**src/rtl/trigger_readout_scheduler.sv**
```systemverilog
// trigger_readout_scheduler
// Turns T1 strobes and L4 flags into an ordered stream of IRS block
// addresses. Overlapping triggers are merged into one event window.
// Blocks that are still being written are held back. The entries are
// queued in a first-word-fall-through FIFO for the digitizer sequencer.

`ifndef SCAL_NUM_L4
`define SCAL_NUM_L4 4
`endif

module trigger_readout_scheduler #(
    parameter int NUM_L4          = `SCAL_NUM_L4,
    parameter int BLOCK_BITS      = 9,
    parameter int FIFO_DEPTH_LOG2 = 4,
    parameter int MAX_LAG         = 448
) (
    input  logic                  clk_i,
    input  logic                  rst_i,
    input  logic                  T1_i,
    input  logic [8:0]            T1_offset_i,
    input  logic [NUM_L4-1:0]     l4_matched_i,
    input  logic [NUM_L4-1:0]     l4_new_i,
    input  logic [BLOCK_BITS-1:0] wr_block_i,
    input  logic [7:0]            readout_len_i,
    output logic                  blk_valid_o,
    input  logic                  blk_ack_i,
    output logic [BLOCK_BITS-1:0] blk_addr_o,
    output logic                  blk_first_o,
    output logic                  blk_last_o,
    output logic                  blk_err_o,
    output logic [NUM_L4-1:0]     blk_pattern_o,
    output logic                  busy_o,
    output logic                  overflow_o,
    output logic [15:0]           event_count_o
);

    // ------------------------------------------------------------------
    // Constants and types
    // ------------------------------------------------------------------
    localparam int DEPTH = 1 << FIFO_DEPTH_LOG2;

    localparam logic [1:0] ST_IDLE   = 2'd0;
    localparam logic [1:0] ST_ACTIVE = 2'd1;
    localparam logic [1:0] ST_ABORT  = 2'd2;

    localparam logic [BLOCK_BITS-1:0]    MAX_LAG_B = BLOCK_BITS'(MAX_LAG);
    localparam logic [BLOCK_BITS-1:0]    BLK_ONE   = BLOCK_BITS'(1);
    localparam logic [FIFO_DEPTH_LOG2:0] FIFO_FULL = (FIFO_DEPTH_LOG2 + 1)'(DEPTH);
    localparam logic [FIFO_DEPTH_LOG2:0] CNT_ONE   = (FIFO_DEPTH_LOG2 + 1)'(1);
    localparam logic [FIFO_DEPTH_LOG2-1:0] PTR_ONE = FIFO_DEPTH_LOG2'(1);

    typedef struct packed {
        logic [BLOCK_BITS-1:0] addr;
        logic                  first;
        logic                  last;
        logic                  err;
        logic [NUM_L4-1:0]     pattern;
    } entry_t;

    // ------------------------------------------------------------------
    // Scheduler state
    // ------------------------------------------------------------------
    logic [1:0]            state, state_n;
    logic [BLOCK_BITS-1:0] next_blk, next_blk_n;
    logic [BLOCK_BITS-1:0] remaining, remaining_n;
    logic [NUM_L4-1:0]     pattern, pattern_n;
    logic                  first_pend, first_pend_n;
    logic                  start_evt;
    logic                  set_ovf;

    // ------------------------------------------------------------------
    // FIFO state
    // ------------------------------------------------------------------
    entry_t                       mem [DEPTH];
    logic [FIFO_DEPTH_LOG2-1:0]   wr_ptr, rd_ptr;
    logic [FIFO_DEPTH_LOG2:0]     count;
    logic                         fifo_full;
    logic                         pop;
    logic                         can_push;
    logic                         push_req;
    entry_t                       push_entry;
    entry_t                       head;

    // ------------------------------------------------------------------
    // Window arithmetic, all modulo 2^BLOCK_BITS
    // ------------------------------------------------------------------
    logic [7:0]            len_eff;
    logic [BLOCK_BITS-1:0] len_b;
    logic [BLOCK_BITS-1:0] win_start;
    logic [BLOCK_BITS-1:0] win_end;

    // Working values for the ACTIVE-state update
    logic                  blk_ready;
    logic [BLOCK_BITS-1:0] lag;
    logic [BLOCK_BITS-1:0] nb_post;
    logic [BLOCK_BITS-1:0] rem_post;
    logic [BLOCK_BITS-1:0] rem_ext;
    logic [BLOCK_BITS-1:0] cand;
    logic                  is_last;

    assign len_eff   = (readout_len_i == 8'd0) ? 8'd1 : readout_len_i;
    assign len_b     = BLOCK_BITS'(len_eff);
    assign win_start = wr_block_i - BLOCK_BITS'(T1_offset_i);
    assign win_end   = win_start + len_b;

    // A pop frees a slot in the same cycle, so a full FIFO still accepts
    // a push when the head is being acknowledged.
    assign fifo_full = (count == FIFO_FULL);
    assign pop       = (count != '0) && blk_ack_i;
    assign can_push  = !fifo_full || pop;

    // Next-state and push decision for the event scheduler
    // NOTE: every signal driven here gets a default first, so no path leaves it unassigned and no latch is inferred.
    always_comb begin
        state_n      = state;
        next_blk_n   = next_blk;
        remaining_n  = remaining;
        pattern_n    = pattern;
        first_pend_n = first_pend;
        start_evt    = 1'b0;
        set_ovf      = 1'b0;
        push_req     = 1'b0;
        push_entry   = '0;
        blk_ready    = 1'b0;
        lag          = wr_block_i - next_blk;
        nb_post      = next_blk;
        rem_post     = remaining;
        rem_ext      = remaining;
        cand         = '0;
        is_last      = 1'b0;

        case (state)
            ST_IDLE: begin
                // A T1 without a new L4 flag is not an event and is dropped.
                if (T1_i && (|l4_new_i)) begin
                    next_blk_n   = win_start;
                    remaining_n  = len_b;
                    pattern_n    = l4_matched_i;
                    first_pend_n = 1'b1;
                    start_evt    = 1'b1;
                    state_n      = ST_ACTIVE;
                end
            end

            ST_ACTIVE: begin
                if ((remaining != '0) && (lag >= MAX_LAG_B)) begin
                    // The writer has lapped the pending block: stop the
                    // event and emit an error terminator instead.
                    set_ovf     = 1'b1;
                    remaining_n = '0;
                    state_n     = ST_ABORT;
                end else begin
                    // Only blocks the writer has moved past are complete.
                    blk_ready = (remaining != '0) && can_push &&
                                (next_blk != wr_block_i);

                    nb_post  = blk_ready ? (next_blk + BLK_ONE) : next_blk;
                    rem_post = blk_ready ? (remaining - BLK_ONE) : remaining;
                    rem_ext  = rem_post;

                    // Any T1 seen while active widens the current window
                    // and joins its pattern instead of opening a new event.
                    if (T1_i) begin
                        pattern_n = pattern | l4_matched_i;
                        cand      = win_end - nb_post;
                        if (cand > rem_post) begin
                            rem_ext = cand;
                        end
                    end

                    next_blk_n  = nb_post;
                    remaining_n = rem_ext;

                    // The last flag is decided after the extension. A
                    // trigger that arrives with the final push keeps the
                    // event open, so the event still gets a single last.
                    is_last = (rem_ext == '0);

                    if (blk_ready) begin
                        push_req           = 1'b1;
                        push_entry.addr    = next_blk;
                        push_entry.first   = first_pend;
                        push_entry.last    = is_last;
                        push_entry.err     = 1'b0;
                        push_entry.pattern = is_last ? pattern_n : '0;
                        first_pend_n       = 1'b0;
                    end

                    if (rem_ext == '0) begin
                        state_n = ST_IDLE;
                    end
                end
            end

            ST_ABORT: begin
                // Triggers are ignored until the terminator has been queued.
                if (can_push) begin
                    push_req           = 1'b1;
                    push_entry.addr    = next_blk;
                    push_entry.first   = first_pend;
                    push_entry.last    = 1'b1;
                    push_entry.err     = 1'b1;
                    push_entry.pattern = pattern;
                    first_pend_n       = 1'b0;
                    state_n            = ST_IDLE;
                end
            end

            default: begin
                state_n = ST_IDLE;
            end
        endcase
    end

    // Scheduler registers
    // NOTE: clocked state is assigned with <= so that all registers update from the same pre-edge values.
    always_ff @(posedge clk_i or posedge rst_i) begin
        if (rst_i) begin
            state      <= ST_IDLE;
            next_blk   <= '0;
            remaining  <= '0;
            pattern    <= '0;
            first_pend <= 1'b0;
        end else begin
            state      <= state_n;
            next_blk   <= next_blk_n;
            remaining  <= remaining_n;
            pattern    <= pattern_n;
            first_pend <= first_pend_n;
        end
    end

    // Event counter and sticky lag-overflow flag
    always_ff @(posedge clk_i or posedge rst_i) begin
        if (rst_i) begin
            event_count_o <= '0;
            overflow_o    <= 1'b0;
        end else begin
            if (start_evt) begin
                event_count_o <= event_count_o + 16'd1;
            end
            if (set_ovf) begin
                overflow_o <= 1'b1;
            end
        end
    end

    // FIFO pointers and occupancy
    always_ff @(posedge clk_i or posedge rst_i) begin
        if (rst_i) begin
            wr_ptr <= '0;
            rd_ptr <= '0;
            count  <= '0;
        end else begin
            if (push_req) begin
                wr_ptr <= wr_ptr + PTR_ONE;
            end
            if (pop) begin
                rd_ptr <= rd_ptr + PTR_ONE;
            end
            case ({push_req, pop})
                2'b10:   count <= count + CNT_ONE;
                2'b01:   count <= count - CNT_ONE;
                default: count <= count;
            endcase
        end
    end

    // FIFO storage write port
    // NOTE: the storage array has no reset; an empty count already marks every slot invalid, and outputs are gated below.
    always_ff @(posedge clk_i) begin
        if (push_req) begin
            mem[wr_ptr] <= push_entry;
        end
    end

    // Head of the FIFO, forced to zero while empty
    assign head          = mem[rd_ptr];
    assign blk_valid_o   = (count != '0);
    assign blk_addr_o    = blk_valid_o ? head.addr    : '0;
    assign blk_first_o   = blk_valid_o & head.first;
    assign blk_last_o    = blk_valid_o & head.last;
    assign blk_err_o     = blk_valid_o & head.err;
    assign blk_pattern_o = blk_valid_o ? head.pattern : '0;
    assign busy_o        = (state != ST_IDLE) || blk_valid_o;

endmodule
```
**config.mk**
```make
export PLATFORM = sky130hd
export DESIGN_NAME = trigger_readout_scheduler
export DESIGN_NICKNAME = d
export VERILOG_FILES = /design/src/rtl/trigger_readout_scheduler.sv
export SDC_FILE = /design/constraint.sdc
export NUM_CORES = 1
export LEC_CHECK = 0
export CAP_MARGIN = 10
export CORE_ASPECT_RATIO = 0.75
export CORE_MARGIN = 2
export CORE_UTILIZATION = 40
export CTS_CLUSTER_SIZE = 30
export DETAILED_ROUTE_END_ITERATION = 8
export PLACE_DENSITY = 0.55
export SYNTH_ARGS = -nofsm -noshare
export SYNTH_HDL_FRONTEND = slang
export SYNTH_SLANG_ARGS = --single-unit
```
**constraint.sdc**
```tcl
create_clock -name clk_i -period 7.41 [get_ports clk_i]
set_input_delay 0.741 -clock clk_i [delete_from_list [all_inputs] [get_ports clk_i]]
set_output_delay 0.741 -clock clk_i [all_outputs]
set_load 0.005 [all_outputs]
```
==> impl_results.md, run 1 <==
- Worst path arrival time: 7.40 ns
- TritonRoute pass-1 iters: 5
- Max-cap violations: 0
- Port bufs: 72
- FFs w/ async S/R, synth: 17.7%
- Worst hold slack: 0.488 ns
- Initial Util: 40.9%
- Synth top area share: 52.0%
- Nature of the critical path endpoint: flip-flop
- Skew-Pair Late Insertion Delay: 0.57 ns
- RSZ-0062 raised after global routing: false
- PwrDens: 466 nW/um2
- Longest Clk Path Bufs: 3
- Final hold vios: 0
- Hold Crit Class: reg2reg
- Slew Viols, Final: 0
- WL final: 36.7 mm
- Min-Delay Path Depth: 1
- Max Clock Skew: 0.0187 ns
- Synth cell types: 79
- HPWL Detailed: 23.8 mm
- CTS Buf Count: 31
- CP required: 7.81 ns
- Setup slack, reg-to-reg: 0.47 ns
- Reg2reg end: mem[10][0]
- Drc violations: 0
- Post-synthesis sequential area ratio: 61.3%
- Gr ovfl total: 0
- Vias: 8781
- Commonest cells after routing, fill and taps aside: edfxtp_1, mux4_2, clkdlybuf4s50_1, inv_1, buf_4
- Clock root buffer master: clkbuf_16
- Most common cell after layout, fill and taps aside: edfxtp_1
- Synth top area cells: edfxtp_1, mux4_2, dfrtp_1
- Worst slew margin: 32.9%
- Start of the worst register-to-register path: next_blk[6]
- TritonCTS clock tree: done
- Slowest stage cell, crit path: or3_2
- Post-Syn Instances: 970
- Utilization after layout: 48.5%
- F_max: 143 MHz
- Status: finished, final reports clean
- Design area: 17500 um2
- CP max FO: 8
- Post-DRT Antenna Nets: 0
- Synthesized flop and latch total: 311
- Global-route usage over all layers: 19.7%
- Main flop type after synthesis: edfxtp_1
- GPL Wtd Cong: 0.878
- Mapped Nets: 1070
- Cell Area, Placed: 16400 um2
- Tot Pwr: 8.16 mW
- Clk slew on worst S/H paths: 0.06 ns
- Die H: 170 um
- Vias in the first global route: 9075
- Placed insts: 1565
- Leakage Power: 6.39 nW
- WL/cell: 22.6 um
- Hold EP: overflow_o
- DR vias/cell: 5.40
- Max H-tree Level: 1
- Most common cell on crit path: ha_1
- CP peak stage delay: 0.55 ns
- Share of post-route cells with drive strength above 1: 20.1%
- Max IR drop VDD: 0.000207 V
- CP startpoint kind: input pin
- Syn Area/Cell: 15.2 um2
- Core area: 36100 um2
- Post-synth EDFFs: 256
- Die area: 38500 um2
- Hold-fix buffers, CTS: 0
- Final setup violation count: 0
- Launch point of the worst path: wr_block_i[6]
- Final #Nets: 1205
- Row cnt: 60
- Worst-Margin Slew: 1.00 ns
- Initial antenna violation count: 0
- # IOs: 73
- Final cell count without fillers: 1625
- Die W: 226 um
- Sink Count: 311
- Final Cycle Share: 94.5%
- DRT iter0 DRCs: 815
- Yosys warnings: 0
- Mapped cell area: 14800 um2
- Synth area leader: edfxtp_1
- Final min period: 7.00 ns
- Largest net degree at the start of global routing: 56
- Reg2reg path depth: 30
- First-pass GRT wire length: 56.0 mm
- Hold Path Origin: overflow_o
- Setup CP Type: in2reg
- Layout area overhead: 18.4%
==> sequential cells by signal, summed over array words and instances, names as in the netlist <==
signal / count
state: 2
mem: 256
pattern: 4
count: 5
remaining: 9
overflow_o: 1
event_count_o: 16
next_blk: 9
rd_ptr: 4
wr_ptr: 4
first_pend: 1
==> synthesized netlist by cell type (5+ instances only) <==
| cell type | count |
|---|---|
| xor2_1 | 21 |
| ha_1 | 52 |
| clkbuf_1 | 18 |
| o21ai_0 | 28 |
| a21o_1 | 10 |
| a22oi_1 | 5 |
| mux4_2 | 80 |
| nand4_1 | 15 |
| nor3b_1 | 5 |
| a21oi_1 | 22 |
| a211oi_1 | 7 |
| and3_1 | 10 |
| nor3_1 | 16 |
| and2_1 | 11 |
| o21ai_1 | 5 |
| fa_1 | 10 |
| o22ai_1 | 5 |
| o21a_1 | 9 |
| nand3_1 | 15 |
| buf_1 | 9 |
| edfxtp_1 | 256 |
| inv_1 | 66 |
| nor2_1 | 46 |
| nor2b_1 | 20 |
| xnor2_1 | 33 |
| dfrtp_1 | 55 |
| nand2_1 | 48 |
==> how the worst max path moves through the flow <==
stage | endpoint | slack, ns | cells after the start
after floorplan | mem[0][0] | 0.28 | 27
after detailed placement | mem[13][0] | -0.21 | 29
after global placement | mem[14][0] | -0.04 | 29
after global routing | mem[3][0] | 0.03 | 30
after CTS | mem[2][0] | 0.30 | 29
final | mem[10][0] | 0.41 | 30
==> critical path: cells and delay by family <==
| family | cells | cell delay [ns] |
|---|---|---|
| AOI/OAI and AO/OA | 10 | 1.72 |
| xor gates and xnor gates | 1 | 0.09 |
| adders and majority gates | 4 | 1.54 |
| buffers and inverters | 6 | 1.05 |
| and+or+nand+nor | 9 | 2.25 |
==> area by class of cell <==
class,instances,area (um2)
clock inverters,11,133
flip-flops and latches,311,9070
clock buffers,45,878
multi-input cells,557,5340
fillers,3096,18600
repair buffers,136,1200
diodes,1,2.50
well taps,496,621
inverters,68,264
==> metal layers <==
layer	track usage [%]	wire (um)	share of wire [%]	vias up
li1	-	-	-	3997
met1	30.0	17900	49	4517
met2	30.6	16400	45	225
met3	2.37	1790	4.9	42
met4	3.71	587	1.6	0
met5	0	0	0	-
==> cells by family (layout without fill, tap and decap cells) <==
| family | after synthesis | after routing | synth area share [%] |
|---|---|---|---|
| and+or+nand+nor | 222 | 222 | 8.04 |
| adders and majority gates | 62 | 62 | 5.76 |
| muxes | 86 | 86 | 12.6 |
| AOI/OAI and AO/OA | 132 | 132 | 6.09 |
| other | 0 | 1 | 0 |
| DFF | 311 | 311 | 61.3 |
| buffers and inverters | 102 | 260 | 2.86 |
| xor gates and xnor gates | 55 | 55 | 3.31 |
==> power breakdown <==
| part | switching, mW | total [mW] | internal (mW) |
|---|---|---|---|
| combinational | 2.21 | 4.06 | 1.86 |
| sequential | 0.226 | 2.52 | 2.30 |
| clock | 0.649 | 1.57 | 0.921 |
==> stage by stage <==
step	setup WS [ns]	setup TNS, ns
finish	0.407	0
global route	0.0343	0
CTS	0.305	0
detailed placement	-0.213	-9.46
global placement	-0.0420	-0.875
floorplan	0.283	0
==> repair_timing <==
| action | CTS | global route |
|---|---|---|
| endpoints found under the setup margin | 0 | 48 |
| setup buffers | 0 | 2 |
| gates resized for setup | 0 | 8 |
Note: power is estimated with default switching activity, not from simulation.
==> run 2, diff against run 1 <==
- PLACE_DENSITY: 0.55 -> 0.6
- TNS_END_PERCENT: not set -> 50
- clock period: 7.41 -> 6.58 ns (I/O delays scaled with it)
==> run 2 against run 1 <==
  * Count of clock-buffer cells in the layout shrank 6
  * Combinational power increased by 29%
  * Sequential share of layout area decreased by 2.4 points
  * Final cell count increased by 3.8%
  * Setup slack got worse by 0.38 ns
  * Power grew 21%
==> impl_results.md, run 2 (synthesized netlist as in run 1, its figures left out) <==
- Status: finished, final reports clean
- Largest regs: mem (256), event_count_o (16)
- DRT iter0 DRCs: 812
- Skew-Pair Late Insertion Delay: 0.57 ns
- Design area: 18400 um2
- First-pass GRT wire length: 56.4 mm
- Utilization after layout: 50.9%
- Layout area overhead: 24.3%
- Die area: 38500 um2
- Min-Delay Path Depth: 1
- Max IR drop VDD: 0.000288 V
- Clock root buffer master: clkbuf_16
- Final Cycle Share: 99.5%
- Initial antenna violation count: 1
- Commonest cells after routing, fill and taps aside: edfxtp_1, buf_4, mux4_2, clkdlybuf4s50_1, inv_1
- Row cnt: 60
- Slew Viols, Final: 0
- Clk slew on worst S/H paths: 0.07 ns
- PwrDens: 539 nW/um2
- Max H-tree Level: 1
- Setup slack, reg-to-reg: 0.03 ns
- Vias: 9086
- Max-cap violations: 0
- Tot Pwr: 9.89 mW
- Final #Nets: 1266
- Hold-fix buffers, CTS: 0
- Vias in the first global route: 9197
- Sink Count: 311
- WL/cell: 21.8 um
- WL final: 36.8 mm
- Global-route usage over all layers: 19.7%
- TritonRoute pass-1 iters: 5
- Core area: 36100 um2
- Drc violations: 0
- Die W: 226 um
- Post-Place Setup Slack: -0.726 ns
- Placed insts: 1619
- HPWL Detailed: 24.2 mm
- Largest net degree at the start of global routing: 56
- Final setup violation count: 0
- Post-DRT Antenna Nets: 0
- Worst slew margin: 27.8%
- CP startpoint kind: flip-flop
- Gr ovfl total: 0
- Hold Path Origin: event_count_o[15]
- Max reg flops: 256
- Longest Clk Path Bufs: 3
- Cell Area, Placed: 16900 um2
- Slowest stage cell, crit path: or4_4
- CTS Buf Count: 31
- Final hold vios: 0
- Reg2reg path depth: 28
- TritonCTS clock tree: done
- CP max FO: 8
- Hold EP: event_count_o[15]
- CP peak stage delay: 0.57 ns
- GPL Wtd Cong: 0.858
- Port bufs: 72
- Worst path arrival time: 6.98 ns
- # IOs: 73
- Hold Crit Class: reg2reg
- Total negative slack: 0 ns
- Worst hold slack: 0.473 ns
- Stages on the worst setup path: 28
- Nature of the critical path endpoint: flip-flop
- Leakage Power: 6.80 nW
- Most common cell on crit path: o21ai_2
- Die H: 170 um
- Max Clock Skew: 0.0184 ns
- Most common cell after layout, fill and taps aside: edfxtp_1
- Worst-Margin Slew: 1.08 ns
- Initial Util: 40.9%
- DR vias/cell: 5.39
- Reg2reg end: mem[7][0]
- RSZ-0062 raised after global routing: true
- CP bufs+invs: 5
- Start of the worst register-to-register path: count[1]
- Crit path max-delay family: simple AND/OR/NAND/NOR gates
- F_max: 153 MHz
- Setup slack after layout: 0.0314 ns
- Final cell count without fillers: 1687
- Most flops, register: mem
- Final min period: 6.55 ns
- Setup CP Type: reg2reg
- Share of post-route cells with drive strength above 1: 27.1%
- CP required: 7.01 ns
-- run 2: worst max-delay path by stage --
| stage | startpoint | endpoint |
|---|---|---|
| after floorplan | wr_block_i[7] | mem[0][0] |
| after global placement | wr_block_i[7] | mem[14][0] |
| after detailed placement | wr_block_i[7] | mem[10][0] |
| after CTS | wr_block_i[0] | mem[7][0] |
| after global routing | next_blk[5] | mem[12][1] |
| final | count[1] | mem[7][0] |
-- run 2: where the power goes --
group | switching, mW | total, mW | internal (mW)
sequential | 0.258 | 2.84 | 2.59
combinational | 2.70 | 5.23 | 2.53
clock | 0.734 | 1.82 | 1.08
total | 3.70 | 9.89 | 6.20
-- run 2: cell type report --
cell class	count	area, um2
clock inverter	18	229
inverter	68	260
sequential	311	9070
clock buffer	39	826
multi-input combinational	557	5590
antenna	1	2.50
tap	496	621
timing repair buffer	197	1770
fill	3003	17700
-- run 2: per-layer routing --
metal  share of wire, %  track usage, %
met3                5.5            2.85
met5                  0               0
met4                1.5            3.74
met2                 45            30.8
met1                 48            29.7
-- run 2: worst register-to-register path: cells and delay by family, from the launching register on --
family,cells,cell delay (ns)
and+or+nand+nor,9,2.41
AOI/OAI and AO/OA,10,1.73
adders and majority gates,3,1.15
buffers and inverters,5,0.63
DFF,1,0.39
xor gates and xnor gates,1,0.10
-- run 2: timing repair --
| action | in CTS | in global routing |
|---|---|---|
| gates resized for setup | 18 | 30 |
| buffers inserted | 3 | 6 |
| gates cloned | 2 | 0 |
| pin swaps | 14 | 30 |
| endpoints found under the hold margin | 0 | 0 |
| endpoints found under the setup margin | 48 | 81 |
==> run 3, diff against run 2 <==
- CORE_MARGIN: 2 -> not set
- clock period: 6.58 -> 8.1 ns (I/O delays scaled with it)
==> run 3 against run 2 <==
  * Power down 27%
  * Hold slack better by 0.011 ns
  * First-iteration DRC count rose by 2.2%
  * Clock skew up 0.010 ns
  * Die area is 2.0% lower
  * Via count decreased by 2.9%
  * Critical path type is now in2reg
  * Largest power group unchanged
==> impl_results.md, run 3 (synthesized netlist as in run 1, its figures left out) <==
- Vias: 8822
- GPL Wtd Cong: 0.908
- Resize count post-CTS: 0
- Reg2reg path depth: 29
- PwrDens: 421 nW/um2
- Min-Delay Path Depth: 1
- Die area: 37700 um2
- Cell Area, Placed: 16200 um2
- Tot Pwr: 7.22 mW
- Largest net degree at the start of global routing: 68
- Drc violations: 0
- CP max FO: 17
- TritonRoute pass-1 iters: 5
- Worst path arrival time: 7.92 ns
- Leakage Power: 6.19 nW
- Nature of the critical path endpoint: flip-flop
- Max reg flops: 256
- CP peak stage delay: 0.60 ns
- Hold-fix buffers, CTS: 0
- Max IR drop VDD: 0.000188 V
- Total negative slack: 0 ns
- CTS Buf Count: 30
- TritonCTS clock tree: done
- DRT iter0 DRCs: 830
- Die H: 168 um
- Global-route usage over all layers: 19.3%
- Setup CP Type: in2reg
- Final cell count without fillers: 1589
- Max-cap violations: 0
- Core area: 36100 um2
- Vias in the first global route: 8652
- Post-DRT Antenna Nets: 0
- Commonest cells after routing, fill and taps aside: edfxtp_1, mux4_2, clkdlybuf4s50_1, inv_1, dfrtp_1
- Final min period: 7.53 ns
- Final #Nets: 1169
- Final hold vios: 0
- Design area: 17200 um2
- ANT cells: 0
- Port bufs: 72
- F_max: 133 MHz
- Clk slew on worst S/H paths: 0.07 ns
- Worst slew margin: 22.9%
- Most common cell after layout, fill and taps aside: edfxtp_1
- Max Clock Skew: 0.0288 ns
- Die W: 224 um
- Layout area overhead: 16.1%
- Skew-Pair Late Insertion Delay: 0.57 ns
- CP required: 8.49 ns
- Utilization after layout: 47.5%
- WL final: 35.3 mm
- Largest regs: mem (256), event_count_o (16)
- CP startpoint kind: input pin
- Max H-tree Level: 1
- Initial antenna violation count: 0
- Hold Crit Class: reg2reg
- Worst-Margin Slew: 1.16 ns
- Placed insts: 1533
- First-pass GRT wire length: 54.5 mm
- Sink Count: 311
- Share of post-route cells with drive strength above 1: 17.3%
- RSZ-0062 raised after global routing: false
- Longest Clk Path Bufs: 3
- Row cnt: 60
- Status: finished, final reports clean
- # IOs: 73
- Gr ovfl total: 0
- Most flops, register: mem
- Worst hold slack: 0.484 ns
- Final Cycle Share: 93.0%
- WL/cell: 22.2 um
- Filler cell count: 3109
- Post-CTS Repair Setup Buffers: 0
- Setup slack after layout: 0.571 ns
- Slew Viols, Final: 0
- Clock root buffer master: clkbuf_16
- Slowest stage cell, crit path: or3_2
- Post-Place Setup Slack: 0.0502 ns
- HPWL Detailed: 23.1 mm
- Initial Util: 40.9%
- Final setup violation count: 0
- DR vias/cell: 5.55
[run 3: cell types whose count changed in the layout (fill, tap and decap cells not counted), sizes merged]
cell and delta:
bufinv -3, clkdlybuf4s50 +3, dlygate4sd2 -2, buf -95, clkbuf -4, diode -1, dlymetal6s2s -1, clkinv +5
[run 3: area by class of cell]
class | count | area (um2) | area share [%]
Sequential cell | 311 | 9070 | 52.8
Multi-Input combinational cell | 557 | 5320 | 31.0
Timing Repair Buffer | 101 | 938 | 5.47
Clock buffer | 36 | 795 | 4.63
Tap cell | 496 | 621 | 3.62
Inverter | 68 | 260 | 1.52
Clock inverter | 20 | 164 | 0.955
[run 3: power by group]
part           internal (mW)  switching, mW  total [mW]
Combinational           1.55           2.03        3.58
Sequential              2.10          0.175        2.28
Clock                  0.765          0.599        1.36
[run 3: worst paths after layout]
check                                   from                end  slack (ns)
setup / recovery               wr_block_i[6]          mem[2][1]        0.57
hold / removal             event_count_o[15]  event_count_o[15]        0.48
setup reg to reg                 next_blk[5]          mem[2][1]        0.72
hold reg to reg            event_count_o[15]  event_count_o[15]        0.48
max in group asynchronous              rst_i          rd_ptr[0]        6.74
min in group asynchronous              rst_i       remaining[0]        0.79
[run 3: critical path: cells and delay by family]
| family | cells | cell delay (ns) |
|---|---|---|
| adders and majority gates | 4 | 1.55 |
| AOI/OAI and AO/OA | 12 | 2.51 |
| buffers and inverters | 6 | 1.12 |
| and+or+nand+nor | 7 | 1.89 |
[run 3: layer usage]
layer	up-vias	wire, um	track usage (%)
met5	-	0	0
met4	0	450	2.86
met3	33	2220	3.07
met2	294	15300	27.7
met1	4568	17300	31.1
li1	3927	-	-
